`src/rtl/dircc_application_pkg.sv`:
```
// Application-defined device state carried through the writeback path.
package dircc_application_pkg;

   typedef logic [19:0] device_state_t;

endpackage

```
`src/rtl/dircc_types_pkg.sv`:
```
// Shared writeback types: queued entry layout, FSM encoding and byte-address helper.
package dircc_types_pkg;
   import dircc_application_pkg::*;

   // Entries carry a 64-bit index so one entry type serves every MEM_ADDRESS_WIDTH up to 64.
   localparam int ENTRY_ADDRESS_WIDTH = 64;
   localparam int STATE_BITS          = $bits(device_state_t);
   localparam int STATE_BYTES         = (STATE_BITS + 7) / 8;

   typedef struct packed {
      logic [ENTRY_ADDRESS_WIDTH-1:0] address;
      device_state_t                  state;
   } writeback_entry_t;

   typedef enum logic {
      WB_IDLE  = 1'b0,
      WB_ISSUE = 1'b1
   } writeback_fsm_t;

   function automatic logic [63:0] state_byte_address(input logic [63:0] base,
                                                      input logic [63:0] index);
      return base + index * 64'(STATE_BYTES);
   endfunction

endpackage

```
`src/rtl/dircc_writeback_fifo.sv`:
```
// Circular buffer of writeback entries with push, pop, tail overwrite and occupancy count.
module dircc_writeback_fifo
   import dircc_types_pkg::*;
#(
   parameter int  DEPTH   = 4,
   parameter type entry_t = writeback_entry_t
) (
   input  logic                             clk,
   input  logic                             reset_n,
   input  logic                             push,
   input  entry_t                           push_entry,
   input  logic                             pop,
   input  logic                             overwrite,
   input  entry_t                           overwrite_entry,
   output entry_t                           head,
   output logic [ENTRY_ADDRESS_WIDTH-1:0]   tail_address,
   output logic [$clog2(DEPTH):0]           count
);

   localparam int PTR_W = $clog2(DEPTH);

   entry_t           mem [DEPTH];
   logic [PTR_W-1:0] rd_ptr;
   logic [PTR_W-1:0] wr_ptr;
   logic [PTR_W-1:0] tail_ptr;

   // Power-of-two depth lets the pointers wrap naturally; count removes full/empty ambiguity.
   always_ff @(posedge clk or negedge reset_n) begin
      if (!reset_n) begin
         rd_ptr <= '0;
         wr_ptr <= '0;
         count  <= '0;
      end else begin
         if (push) wr_ptr <= wr_ptr + 1'b1;
         if (pop)  rd_ptr <= rd_ptr + 1'b1;
         if (push && !pop)      count <= count + 1'b1;
         else if (!push && pop) count <= count - 1'b1;
      end
   end

   always_ff @(posedge clk) begin
      if (push)           mem[wr_ptr]   <= push_entry;
      else if (overwrite) mem[tail_ptr] <= overwrite_entry;
   end

   assign tail_ptr     = wr_ptr - 1'b1;
   assign head         = mem[rd_ptr];
   assign tail_address = mem[tail_ptr].address;

endmodule

```
`src/rtl/dircc_state_writeback.sv`:
```
// Buffers device-state writebacks and issues them as Avalon-MM writes in acceptance order.
// Optional DIRCC_WRITEBACK_COALESCE_EN merges a push into a matching non-head tail entry.
module dircc_state_writeback
   import dircc_application_pkg::*;
   import dircc_types_pkg::*;
#(
   parameter int          MEM_ADDRESS_WIDTH = 32,
   parameter int          FIFO_DEPTH        = 4,
   parameter logic [63:0] BASE_ADDRESS      = 64'd0
) (
   input  logic                         clk,
   input  logic                         reset_n,
   input  logic [MEM_ADDRESS_WIDTH-1:0] address,
   input  device_state_t                write_state,
   input  logic                         write_state_valid,
   output logic                         ready,
   output logic [MEM_ADDRESS_WIDTH-1:0] avm_address,
   output logic                         avm_write,
   output logic [STATE_BITS-1:0]        avm_writedata,
   input  logic                         avm_waitrequest,
   output logic                         overflow,
   output logic                         idle
);

`ifdef DIRCC_WRITEBACK_COALESCE_EN
   localparam bit COALESCE_EN = 1'b1;
`else
   localparam bit COALESCE_EN = 1'b0;
`endif

   localparam int COUNT_W = $clog2(FIFO_DEPTH) + 1;

   writeback_fsm_t                 state;
   writeback_fsm_t                 state_next;
   writeback_entry_t               head;
   writeback_entry_t               new_entry;
   logic [ENTRY_ADDRESS_WIDTH-1:0] tail_address;
   logic [COUNT_W-1:0]             count;
   logic                           push;
   logic                           pop;
   logic                           coalesce_hit;

   assign new_entry = '{address: ENTRY_ADDRESS_WIDTH'(address), state: write_state};
   assign ready     = count < COUNT_W'(FIFO_DEPTH);

   // Merging requires count >= 2 so the head being presented on Avalon never changes under it.
   assign coalesce_hit = COALESCE_EN && write_state_valid && (count >= COUNT_W'(2)) &&
                         (tail_address == new_entry.address);
   assign push = write_state_valid && ready && !coalesce_hit;
   assign pop  = avm_write && !avm_waitrequest;

   dircc_writeback_fifo #(
      .DEPTH   (FIFO_DEPTH),
      .entry_t (writeback_entry_t)
   ) u_fifo (
      .clk             (clk),
      .reset_n         (reset_n),
      .push            (push),
      .push_entry      (new_entry),
      .pop             (pop),
      .overwrite       (coalesce_hit),
      .overwrite_entry (new_entry),
      .head            (head),
      .tail_address    (tail_address),
      .count           (count)
   );

   always_ff @(posedge clk or negedge reset_n) begin
      if (!reset_n) state <= WB_IDLE;
      else          state <= state_next;
   end

   always_comb begin
      state_next = state;
      if (state == WB_IDLE) begin
         if (count != '0) state_next = WB_ISSUE;
      end else begin
         if (pop && (count == COUNT_W'(1)) && !push) state_next = WB_IDLE;
      end
   end

   // Outputs are zero outside ISSUE, so reset clears the bus without resetting the storage.
   always_comb begin
      avm_write     = 1'b0;
      avm_address   = '0;
      avm_writedata = '0;
      if (state == WB_ISSUE) begin
         avm_write     = 1'b1;
         avm_address   = MEM_ADDRESS_WIDTH'(state_byte_address(BASE_ADDRESS, head.address));
         avm_writedata = head.state;
      end
   end

   always_ff @(posedge clk or negedge reset_n) begin
      if (!reset_n)                                             overflow <= 1'b0;
      else if (write_state_valid && !ready && !coalesce_hit)    overflow <= 1'b1;
   end

   assign idle = (count == '0) && !avm_write;

endmodule

```
`config.mk`:
```
export PLATFORM = sky130hd
export DESIGN_NAME = dircc_state_writeback
export DESIGN_NICKNAME = d
export VERILOG_FILES = /design/src/rtl/dircc_application_pkg.sv /design/src/rtl/dircc_types_pkg.sv /design/src/rtl/dircc_writeback_fifo.sv /design/src/rtl/dircc_state_writeback.sv
export SDC_FILE = /design/constraint.sdc
export NUM_CORES = 1
export LEC_CHECK = 0
export CORE_MARGIN = 4
export CORE_UTILIZATION = 45
export CTS_BUF_LIST = sky130_fd_sc_hd__clkbuf_4 sky130_fd_sc_hd__clkbuf_8 sky130_fd_sc_hd__clkbuf_16
export CTS_CLUSTER_DIAMETER = 120
export DETAILED_ROUTE_END_ITERATION = 8
export PLACE_DENSITY = 0.76
export SLEW_MARGIN = 20
export SYNTH_ARGS = -nofsm -noshare
export SYNTH_HDL_FRONTEND = slang
export SYNTH_SLANG_ARGS = --single-unit
export TNS_END_PERCENT = 100
```
`constraint.sdc`:
```
create_clock -name clk -period 6.61 [get_ports clk]
set_input_delay 1.983 -clock clk [delete_from_list [all_inputs] [get_ports clk]]
set_output_delay 1.983 -clock clk [all_outputs]
set_load 0.02 [all_outputs]
```
# Word-level counts from Yosys, hierarchy flattened
# Memory sizes are Yosys's and may differ from the RTL's.
# Cells that the tools add are included.
[totals]
mem_bits_ro = 0
output_inout_bits = 56
mem_bits_rw = 208
ff_bits = 9
latchBits = 0
mem_count = 1
wordCells = 39
input_bits = 56
[op_classes]
n_mux = 10
n_addsub = 4
shifts = 0
n_lt_le_gt_ge = 1
div_mod_pow = 0
eq_ne = 1
mul = 1
n_bitwise = 0
reduce_logical = 16
[memory_table]
columns = ["memory", "words", "width", "read_ports", "rd_clocked_by_memory_dff", "write_ports", "line_no", "source"]
rows = [
  ["u_fifo.mem", 4, 52, 1, 0, 1, "dircc_writeback_fifo.sv:22", "entry_t mem [DEPTH];"],
]
[ops]
columns = ["operator", "n"]
rows = [
  ["multiplier 64 x 2 -> 32 bit, second input constant", 1],
  ["two-way mux 32 bit", 1],
  ["two-way mux 20 bit", 1],
  ["logical AND 1 bit", 8],
  ["two-way mux 1 bit", 6],
  ["two-way mux 3 bit", 2],
  ["zero test 1 bit", 5],
  ["adder 2 x 1 -> 2 bit, second input constant", 2],
  ["adder 3 x 1 -> 3 bit, second input constant", 1],
  ["== test 3 x 1 -> 1 bit, second input constant", 1],
  ["zero test 3 bit", 1],
  ["less-than comparator 3 bit, second input constant", 1],
  ["nonzero test 3 bit", 1],
  ["subtractor 3 x 1 -> 3 bit, second input constant", 1],
  ["nonzero test 2 bit", 1],
]

# Longest topological paths before layout
[depth]
ltp_word = 6
ltp_mapped = 12
ltp_nobuf = 10

# Cells and area by module
# Synthesis repeated with hierarchy kept, for this count alone.
[unflattened]
hier_cells = 948
hier_area_um2 = 17224.0
[by_module_without_submodules]
columns = ["module", "n_inst", "area_per_inst_um2", "cells_per_inst", "seq_area_each_um2"]
rows = [
  ["dircc_writeback_fifo", 1, 15159.5, 645, 10264.8],
  ["dircc_state_writeback", 1, 2064.5, 303, 50.0],
]

# Worst setup path after synthesis
# Ideal clock, no wire load.
[synth_path]
kind = "flip-flop to output port"
startpoint = "reg u_fifo.rd_ptr[0]"
endpoint = "out avm_address[29]"
setup_slack_ps = 852
path_stages_with_launch = 13
path_buffers = 2
arrival_time_ps = 3775
t_required_ps = 4627
cell_sequence = "dfrtp_1 -> clkbuf_1 -> buf_2 -> mux4_2 -> ha_1 -> fa_1 -> a21o_1 -> a221o_2 -> a31oi_4 -> a21boi_2 -> a211oi_2 -> nor2_1 -> mux2i_1"
[synth_between]
elab_chain_cells = 3
[synth_rtl]
columns = ["item", "line_no", "source"]
rows = [
  ["from (decl)", "dircc_writeback_fifo.sv:23", "logic [PTR_W-1:0] rd_ptr;"],
  ["from (signal assigned)", "dircc_writeback_fifo.sv:35", "if (pop) rd_ptr <= rd_ptr + 1'b1;"],
  ["memory read (4 x 52 bit)", "-", ""],
  ["multiplier 64 x 2 -> 32 bit", "dircc_types_pkg.sv:22", "return base + index * 64'(STATE_BYTES);"],
  ["two-way mux 32 bit", "dircc_state_writeback.sv:87", "if (state == WB_ISSUE) begin"],
  ["to (decl)", "dircc_state_writeback.sv:17", "output logic [MEM_ADDRESS_WIDTH-1:0] avm_address,"],
]
# No other way between the ends.

# Worst setup path in the final report
[layout_path]
startpoint = "reg u_fifo.rd_ptr[0]"
endpoint = "out avm_address[20]"
# The elaborated chain is that of the path after synthesis.

==> flow_summary.json <==
{
  "ys_async_sr_fraction": 0.04147,
  "fill_cells": 1697,
  "diodes": 0,
  "insertion_delay_ns": 0.48,
  "yosysWarnings": 0,
  "drt_iter0_drc": 341,
  "grt.total_usage": 0.1669,
  "ys_types": 52,
  "dr_total_vias": 5739,
  "gp_congestion": 0.8647,
  "start_kind": "flip-flop",
  "slew_headroom": 0.3414,
  "setup_viol": 0,
  "cts_buffers": 21,
  "root_buffer": "clkbuf_16",
  "max_freq_mhz": 155.1,
  "finalSetupTns_ns": 0,
  "ys.flop_type": "edfxtp_1",
  "grt.overflow.total": 0,
  "final_util": 0.5558,
  "syn_area_mm2": 0.009952,
  "die-area_mm2": 0.02456,
  "syn-mean-instance-area_um2": 16.18,
  "core_mm2": 0.02176,
  "final_common_cell": "edfxtp_1",
  "synth_area_leaders": "edfxtp_1 63%, mux4_2 12%, ha_1 4.9%",
  "multiInputGateArea_mm2": 0.003352,
  "synth-seq-area-share": 0.6502,
  "numPortBuffers": 111,
  "cp.required_ns": 4.63,
  "io_pins": 112,
  "drive_gt1_frac": 0.1587,
  "initial_utilization": 0.4574,
  "pre_cts_slack_ns": 0.3862,
  "die_x_um": 156.7,
  "cp_max_fo": 7,
  "report.final.slew_viol_count": 0,
  "synth.ff_latch_count": 217,
  "regArea_mm2": 0.006477,
  "critPathArrivalTime_ns": 4.46,
  "yosysTopAreaCellShare": 0.6276,
  "hpwl_um": 14070,
  "synth_cells": 615,
  "grt_pass1_vias": 6186,
  "grt_pass1_wl_um": 32790,
  "crit_chain": "buf_12, mux4_2, ha_1, a21o_1, a31o_2, o211ai_1, and2b_1, o21ai_1, a21boi_0, mux2i_1, clkdlybuf4s50_1",
  "antenna_found_initial": 2,
  "grt_max_degree": 61,
  "end_kind": "primary output",
  "cts.path.max_buffers": 3,
  "finalWirelength_um": 20480,
  "synth_edf_count": 208,
  "fin_crit_ns": 6.447,
  "vias_per_cell": 5.572,
  "die_h_um": 156.7,
  "wire_per_inst_um": 19.88,
  "ant_nets": 0,
  "maxCapViolCount": 0,
  "worstMarginPinSlew_ns": 0.9879,
  "drc": 0,
  "finalCritPeriodShare": 0.9753,
  "final_cell_mix": "208 x edfxtp_1, 111 x clkdlybuf4s50_1, 52 x mux4_2",
  "hold_viol_final": 0,
  "syn_nets": 711,
  "worst_slack_ns": 0.1634,
  "cts.sinks": 217,
  "clock_skew_ns": 0.007933,
  "min_path_type": "reg -> reg",
  "first_pass_iters": 5,
  "finalNetCount": 832,
  "syn_to_final_growth_pct": 21.50,
  "crit_type": "reg -> out",
  "slowest_stage": "clkdlybuf4s50_1",
  "critPathMaxStageDelay_ns": 0.62,
  "ctsHtreeMaxLevel": 1,
  "path_clk_slew_ns": 0.06,
  "outcome": "completed",
  "yosysTopAreaCell": "edfxtp_1",
  "cts_tree": "yes",
  "num_rows": 54
}
-- cell families (layout without fill, tap and decap cells) --
group,count (synthesis),in the layout,synth area share
adders and majority gates,40,40,0.05104
DFF,217,217,0.6502
xor gates and xnor gates,27,27,0.02376
AOI/OAI and AO/OA,98,98,0.06249
and+or+nand+nor,140,140,0.07518
muxes,57,57,0.1227
buffers and inverters,36,171,0.01458
-- routing by layer --
layer	track usage	wire, um
met1	0.2150	8441
met2	0.2944	10480
met3	0.03097	1168
met4	0.04091	358
met5	0	28
-- per-stage QoR --
step | area (um^2) | cells | hold slack, ns
floorplan | 9952 | 615 | 0.4751
global placement | 11380 | 989 | 0.4399
detailed placement | 11380 | 989 | 0.4611
CTS | 12030 | 1026 | 0.4749
global route | 12090 | 1030 | 0.4894
finish | 12090 | 1030 | 0.4690
-- final timing paths --
kind,start,end,slack (ns),cells after the start
worst max-delay path,u_fifo.rd_ptr[0],avm_address[20],0.16,11
worst min-delay path,overflow,overflow,0.47,1
worst max register to register,u_fifo.count[2],u_fifo.mem[3][14],4.16,3
worst min register to register,overflow,overflow,0.47,1
max in group asynchronous,reset_n,u_fifo.rd_ptr[0],4.41,1
min in group asynchronous,reset_n,u_fifo.count[2],1.83,1
-- timing repair --
action | 4_1_cts | 5_1_grt
setup buffers | 0 | 4
endpoints found under the setup margin | 6 | 13
resized for setup | 3 | 4
pin swaps | 0 | 0
hold buffers | 0 | 0
-- Yosys cell counts (2+ instances only) --
cell type,instances
and2_1,47
nand4_1,7
ha_1,39
a21oi_1,39
a21boi_0,2
inv_1,10
nor3_1,6
xnor2_1,17
or3_1,3
buf_2,8
nand2b_1,5
mux4_2,52
a211oi_1,4
o21a_1,3
a31oi_1,4
xor2_1,10
and3_1,8
nand2_1,29
dfrtp_1,9
nand3b_1,2
o21ai_0,20
nand3_1,5
mux2i_1,5
nor2b_1,5
a21o_1,7
nor2_1,19
clkbuf_1,17
a211o_1,2
edfxtp_1,208
-- sequential cells by signal, indices dropped and copies added (netlist names) --
name           flops
overflow           1
state              1
u_fifo.count       3
u_fifo.mem       208
u_fifo.rd_ptr      2
u_fifo.wr_ptr      2
-- worst max-delay path: cells and delay by family, from the launching register on --
family                   cells  cell delay [ns]
flip-flops                   1             0.50
AO/OA/AOI/OAI                5             1.32
buffers and inverters        2             0.76
multiplexers                 2             0.75
adder cells (fa/ha/maj)      1             0.39
AND/OR/NAND/NOR              1             0.25
-- cell type report --
class	count	area share
flip-flops and latches	217	0.5357
multi-input cells	362	0.2772
repair buffers	124	0.1019
clock buffers	29	0.04946
well taps	280	0.02897
clock inverters	8	0.003622
inverters	10	0.003104
Power is not shown: default switching activity piles up to over one toggle a cycle in this logic, so the estimate is an artifact.
